===== src/rtl/read_module.sv =====
// Sequential gather of one scalar or a LANES-wide vector from a 1-cycle synchronous RAM.
// Define READ_STRIDE_EN to add the stride port; otherwise reads are unit-stride.
module read_module #(
    parameter int LANES = 20,
    parameter int DW    = 10,
    parameter int AW    = 6
) (
    input  logic                       clk,
    input  logic                       rst,
    input  logic                       start,
    input  logic                       op_type,
    input  logic [AW-1:0]              base_address,
`ifdef READ_STRIDE_EN
    input  logic [AW-1:0]              stride,
`endif
    output logic                       read_en,
    output logic [AW-1:0]              read_address,
    input  logic [DW-1:0]              read_data,
    output logic [LANES-1:0][DW-1:0]   vector_data,
    output logic [DW-1:0]              scalar_data,
    output logic                       busy,
    output logic                       finished,
    output logic [1:0]                 state_dbg
);

    localparam int CW = $clog2(LANES + 1);

    typedef enum logic [1:0] {IDLE, ISSUE, DRAIN, DONE} state_t;

    state_t                     state_q, state_d;
    logic                       op_q, op_d;
    logic                       rd_en_q, rd_en_d;
    logic                       pend_q, pend_d;
    logic [AW-1:0]              addr_q, addr_d;
    logic [AW-1:0]              step_q, step_d;
    logic [CW-1:0]              iss_q, iss_d;
    logic [CW-1:0]              cap_q, cap_d;
    logic [LANES-1:0][DW-1:0]   vec_q, vec_d;
    logic [DW-1:0]              sc_q, sc_d;
    logic [CW-1:0]              last_idx;
    logic [AW-1:0]              step_in;

`ifdef READ_STRIDE_EN
    assign step_in = stride;
`else
    assign step_in = AW'(1);
`endif

    // start is a request pulse honoured only in IDLE or DONE; finished marks the
    // single cycle in which the result is complete. There is no back-pressure.
    assign last_idx = op_q ? CW'(LANES - 1) : '0;

    always_comb begin
        state_d = state_q;
        op_d    = op_q;
        rd_en_d = rd_en_q;
        pend_d  = rd_en_q;
        addr_d  = addr_q;
        step_d  = step_q;
        iss_d   = iss_q;
        cap_d   = cap_q;
        vec_d   = vec_q;
        sc_d    = sc_q;

        // read_data belongs to the read strobed in the previous cycle
        if (pend_q) begin
            if (op_q) begin
                for (int l = 0; l < LANES; l++) begin
                    if (cap_q == CW'(l)) vec_d[l] = read_data;
                end
            end else begin
                sc_d = read_data;
            end
            cap_d = cap_q + CW'(1);
        end

        case (state_q)
            IDLE, DONE: begin
                if (start) begin
                    state_d = ISSUE;
                    op_d    = op_type;
                    addr_d  = base_address;
                    step_d  = step_in;
                    rd_en_d = 1'b1;
                    iss_d   = '0;
                    cap_d   = '0;
                end else begin
                    state_d = IDLE;
                end
            end
            ISSUE: begin
                if (iss_q == last_idx) begin
                    rd_en_d = 1'b0;
                    state_d = DRAIN;
                end else begin
                    iss_d  = iss_q + CW'(1);
                    addr_d = addr_q + step_q;
                end
            end
            DRAIN:   state_d = DONE;
            default: state_d = IDLE;
        endcase
    end

    always_ff @(posedge clk or negedge rst) begin
        if (!rst) begin
            state_q <= IDLE;
            op_q    <= 1'b0;
            rd_en_q <= 1'b0;
            pend_q  <= 1'b0;
            addr_q  <= '0;
            step_q  <= '0;
            iss_q   <= '0;
            cap_q   <= '0;
            vec_q   <= '0;
            sc_q    <= '0;
        end else begin
            state_q <= state_d;
            op_q    <= op_d;
            rd_en_q <= rd_en_d;
            pend_q  <= pend_d;
            addr_q  <= addr_d;
            step_q  <= step_d;
            iss_q   <= iss_d;
            cap_q   <= cap_d;
            vec_q   <= vec_d;
            sc_q    <= sc_d;
        end
    end

    assign read_en      = rd_en_q;
    assign read_address = addr_q;
    assign vector_data  = vec_q;
    assign scalar_data  = sc_q;
    assign busy         = (state_q == ISSUE) || (state_q == DRAIN);
    assign finished     = (state_q == DONE);
    assign state_dbg    = state_q;

endmodule


===== config.mk =====
export PLATFORM = sky130hd
export DESIGN_NAME = read_module
export DESIGN_NICKNAME = d
export VERILOG_FILES = /design/src/rtl/read_module.sv
export SDC_FILE = /design/constraint.sdc
export NUM_CORES = 1
export LEC_CHECK = 0
export CAP_MARGIN = 15
export CORE_AREA = 2 2 196 198
export CTS_CLUSTER_DIAMETER = 200
export DETAILED_ROUTE_END_ITERATION = 8
export DIE_AREA = 0 0 198 200
export RECOVER_POWER = 50
export SETUP_SLACK_MARGIN = 0.4
export SLEW_MARGIN = 20
export SYNTH_ARGS = -nofsm -noshare
export SYNTH_HDL_FRONTEND = slang
export SYNTH_SLANG_ARGS = --single-unit

===== constraint.sdc =====
create_clock -name clk -period 4.16 [get_ports clk]
set_clock_uncertainty 0.2 [all_clocks]
set_input_delay 0.832 -clock clk [delete_from_list [all_inputs] [get_ports clk]]
set_output_delay 0.832 -clock clk [all_outputs]
set_load 0.01 [all_outputs]

## Word level (Yosys, flattened, before mapping)

Cells that the tools add are included.

- Bits in registers: 232
- Bits of input ports: 20
- Logic and storage cells: 104

- Reductions and logical operators: 29
- Bitwise operators: 1
- Equality and inequality tests: 26
- $add $sub $neg: 3
- Mux-type cells: 16

Operators with widths:

| cell | count |
|---|---|
| AND reduction 3 bit | 22 |
| == test 5 x 4 -> 1 bit, second input constant | 8 |
| two-way mux 5 bit | 6 |
| == test 5 x 3 -> 1 bit, second input constant | 4 |
| == test 5 bit, second input constant | 4 |
| two-way mux 6 bit | 2 |
| one-hot mux 6 bit (2 select lines) | 1 |
| adder 5 x 1 -> 5 bit, second input constant | 2 |
| == test 5 x 2 -> 1 bit, second input constant | 2 |
| one-hot mux 5 bit (2 select lines) | 1 |
| adder 6 x 1 -> 6 bit | 1 |
| != test 2 bit, second input constant | 3 |
| one-hot mux 2 bit (3 select lines) | 1 |
| == test 5 x 1 -> 1 bit, second input constant | 1 |
| == test 5 bit | 1 |
| zero test 5 bit | 1 |
| == test 2 bit, second input constant | 2 |
| AND reduction 2 bit | 2 |
| two-way mux 1 bit | 3 |
| == test 2 x 1 -> 1 bit, second input constant | 1 |
| zero test 2 bit | 1 |
| two-way mux 2 bit | 1 |
| one-hot mux 1 bit (2 select lines) | 1 |
| nonzero test 2 bit | 1 |
| other kinds (3) | 3 |

## Depth between registers and ports, before layout

- Depth after elaboration: 4
- Mapped depth: 7

## Worst setup path after synthesis

OpenSTA, ideal clock, no wires.

- Path kind: flip-flop to flip-flop
- Start point: register op_q
- End point: register state_q[0] (netlist: state_dbg[0])
- Cell stages (with the launch flop): 7
- Path slack: 2099 ps
- Arrival: 1718 ps
- Data required time: 3817 ps
- Path buffers: 2
- Clock period less this slack: 2061 ps
- Path through: dfrtp_1 buf_6 or4_4 a211o_4 buf_6 a221oi_2 a31oi_1

- Word-level cells in the longest chain between the ends: 3

Ends and longest elaborated chain:

| item | RTL line | RTL |
|---|---|---|
| start: declaration | 31 | `logic op_q, op_d;` |
| start signal: assignment | 119 | `op_q <= op_d;` |
| two-way mux 5 bit | 51 | `assign last_idx = op_q ? CW'(LANES - 1) : '0;` |
| == test 5 bit | 92 | `if (iss_q == last_idx) begin` |
| != test 2 bit (no line) | n/a |  |
| end signal: assignment | 118 | `state_q <= state_d;` |
| end: declaration | 30 | `state_t state_q, state_d;` |

No other way between the ends.
A chain may end at the register's enable or synchronous reset.

## Worst setup path in the final report

- Start point: register state_q[0] (netlist: state_dbg[0])
- End point: output port busy

- Word-level cells in the longest chain between the ends: 2
- Elaborated cells on any way between the ends: 3
- Those cells by class: eq/ne (2); reduce/logical (1)

Ends and longest elaborated chain:

| item | RTL line | RTL |
|---|---|---|
| == test 2 x 1 -> 1 bit or == test 2 bit (tied branches) | 135 | `assign busy = (state_q == ISSUE) \|\| (state_q == DRAIN);` |
| logical OR 1 bit (*) | 135 |  |
| end: declaration | 21 | `output logic busy,` |

Every way passes the cells marked *; elsewhere a longest branch is shown, timed or not.

==> metrics.txt <==
status complete, but fails checks; failing checks max-capacitance violations, max-slew violations; Synth top area share 62.52%; Slew Viols, Final 83; worst setup margin 1.012 ns; final setup vio count 0; htree depth 1; worst slew pin tran 2.222 ns; wire length per cell 19.22 µm; Final Cycle Share 75.67%; Distinct cells, synth 40; normalized max-slew margin -48.15%; fin area 13150 µm²; vias in the first global route 6132; CTS Hold Buffers Added 0; setup bufs post-CTS 0; first-pass GRT wire length 39850 µm; Worst Hold Class flip-flop to flip-flop; width of the chip 198 µm; f_max 317.7 MHz; syn_area_per_cell 14.81 µm²; post-place setup slack 1.351 ns; Synth Cell Area 9286 µm²; Pre-Repair DR Iteration Count 4; area leader, netlist dfrtp_1; Core Region 37400 µm²; Via density 4.325; Worst-Skew Late Latency 0.56 ns; Detail Route Antenna Nets 0; worst vdd ir 0.3478 mV; total grt overflow 0; Area growth syn-to-layout 41.63%; Die Y 200 µm; Clock Path Buffers 3; clk sinks 232; crit path DAT 2.12 ns; Placed Area 12240 µm²; Required @ worst endpoint 3.13 ns; Hold Worst Slack 0.2517 ns; Top Ports 241; final wirelength 26930 µm; Top FF cell, synth dfrtp_1; Seq cells post-synth 232; CTS tree yes; quantity of gates resized following cts 0; Final min period 3.148 ns; Pwr Density 756.7 nW/µm²; commonest cells in the netlist dfrtp_1 (232), mux2_2 (212), clkbuf_1 (27); Setup TNS Final 0 ns; Lkg Pwr 0.005753 µW; async set-or-reset flop fraction in the synthesized netlist 100.0%; CTS Buf Count 28; via count 6059; Seq/Total Area, Yosys 62.52%; startpoint class of the critical path flip-flop; Hold Fails Final Rpt 0; Worst Path Max Fanout 6; global placement routability congestion 0.7572; Nets 900; critical path class flip-flop to primary output; CP Capture Type primary output; Initial Util 24.83%; count leader, synth dfrtp_1; max-cap violation count 1; power after layout 9953 µW; hpwl dp 18320 µm; share of layout cells above drive strength 1 30.97%; YS warnings 0; Buffers on Ports 240; clk slew on worst S/H paths 0.05 ns; top cells by area, synth dfrtp_1 (63%), mux2_2 (26%), ha_1 (1.5%); Mapped Cells 627; antenna violations before repair 0; unrepaired setup endpoints after global routing no; syn nets 658; DRC violations left 0; Rows 71; GRT Util Overall 13.43%; CTS Root Cell clkbuf_16; largest net degree at the start of global routing 84; die footprint 39600 µm²; initial drt markers 184; EDFF count, synth 0
## kinds of logic (layout without fill, tap and decap cells)
group	count (synthesis)	after routing	synth area share [%]
AOI/OAI and AO/OA	32	32	2.345
xor gates and xnor gates	3	3	0.2830
adders and majority gates	11	11	1.482
buffers and inverters	40	301	1.819
DFF	232	232	62.52
muxes	218	218	26.35
other	0	2	0
and+or+nand+nor	91	91	5.201
## through the flow
step	utilization, %	cells
2_1_floorplan	-	627
3_3_place_gp	32.73	1350
3_5_place_dp	32.73	1350
4_1_cts	35.33	1399
5_1_grt	35.15	1399
6_report	35.17	1401
## flip-flops by register name, summed over array words and instances, names as in the netlist
name / cells
cap_q: 5
scalar_data: 10
step_q: 1
op_q: 1
read_en: 1
pend_q: 1
state_dbg: 2
read_address: 6
iss_q: 5
vector_data: 200
## layout by cell type (no fill, tap or decap), types with 4 or more instances in the layout
master / netlist / routed
clkbuf_16: 0 / 28
mux2_2: 212 / 212
inv_1: 7 / 7
clkbuf_1: 27 / 5
o21ai_0: 10 / 12
nor2_2: 15 / 10
nand3_1: 12 / 12
nor2_1: 10 / 15
clkdlybuf4s50_1: 0 / 218
ha_1: 11 / 11
nand4_1: 4 / 4
dfrtp_1: 232 / 232
bufinv_16: 0 / 4
clkinv_2: 0 / 4
nor2b_1: 4 / 4
mux2i_1: 6 / 6
clkbuf_8: 0 / 6
a21oi_1: 6 / 6
nand2b_1: 8 / 8
nand2_1: 22 / 22
dlygate4sd3_1: 0 / 18
## critical path, stage by stage (launching register included)
cell,delay (ns)
dfrtp_1,0.40
inv_1,0.08
ha_1,0.37
inv_1,0.17
clkdlybuf4s50_1,0.57
## layer usage
layer	track usage, %	wire length [µm]	up-vias
met4	4.344	661	0
met1	17.71	12100	3140
met5	0	0	-
li1	-	-	2704
met2	22.09	12680	175
met3	2.856	1480	40
## area by class of cell
class / instances / area, µm²
Clock buffer: 38 / 798.3
Tap cell: 511 / 639.4
Inverter: 7 / 26.28
Fill cell: 3663 / 24250
Multi-Input combinational cell: 355 / 3281
Sequential cell: 232 / 5806
Antenna cell: 2 / 5.005
Timing Repair Buffer: 245 / 2424
Clock inverter: 11 / 173.9
## power by group
group | total, µW | switching, µW | internal [µW]
clock network | 2550 | 964 | 1590
logic | 3800 | 1590 | 2210
registers | 3600 | 505 | 3100
## final timing paths
path                                          to    startpoint  slack, ns  depth (start not counted)
worst max register to register  vector_data[189]        pend_q       1.57                          4
max in group asynchronous         vector_data[2]           rst       1.14                          2
worst max-delay path                        busy  state_dbg[0]       1.01                          4
worst min-delay path                      pend_q       read_en       0.25                          0
worst min register to register            pend_q       read_en       0.25                          0
min in group asynchronous       vector_data[165]           rst       0.70                          1
(Power assumes the default switching activity.)
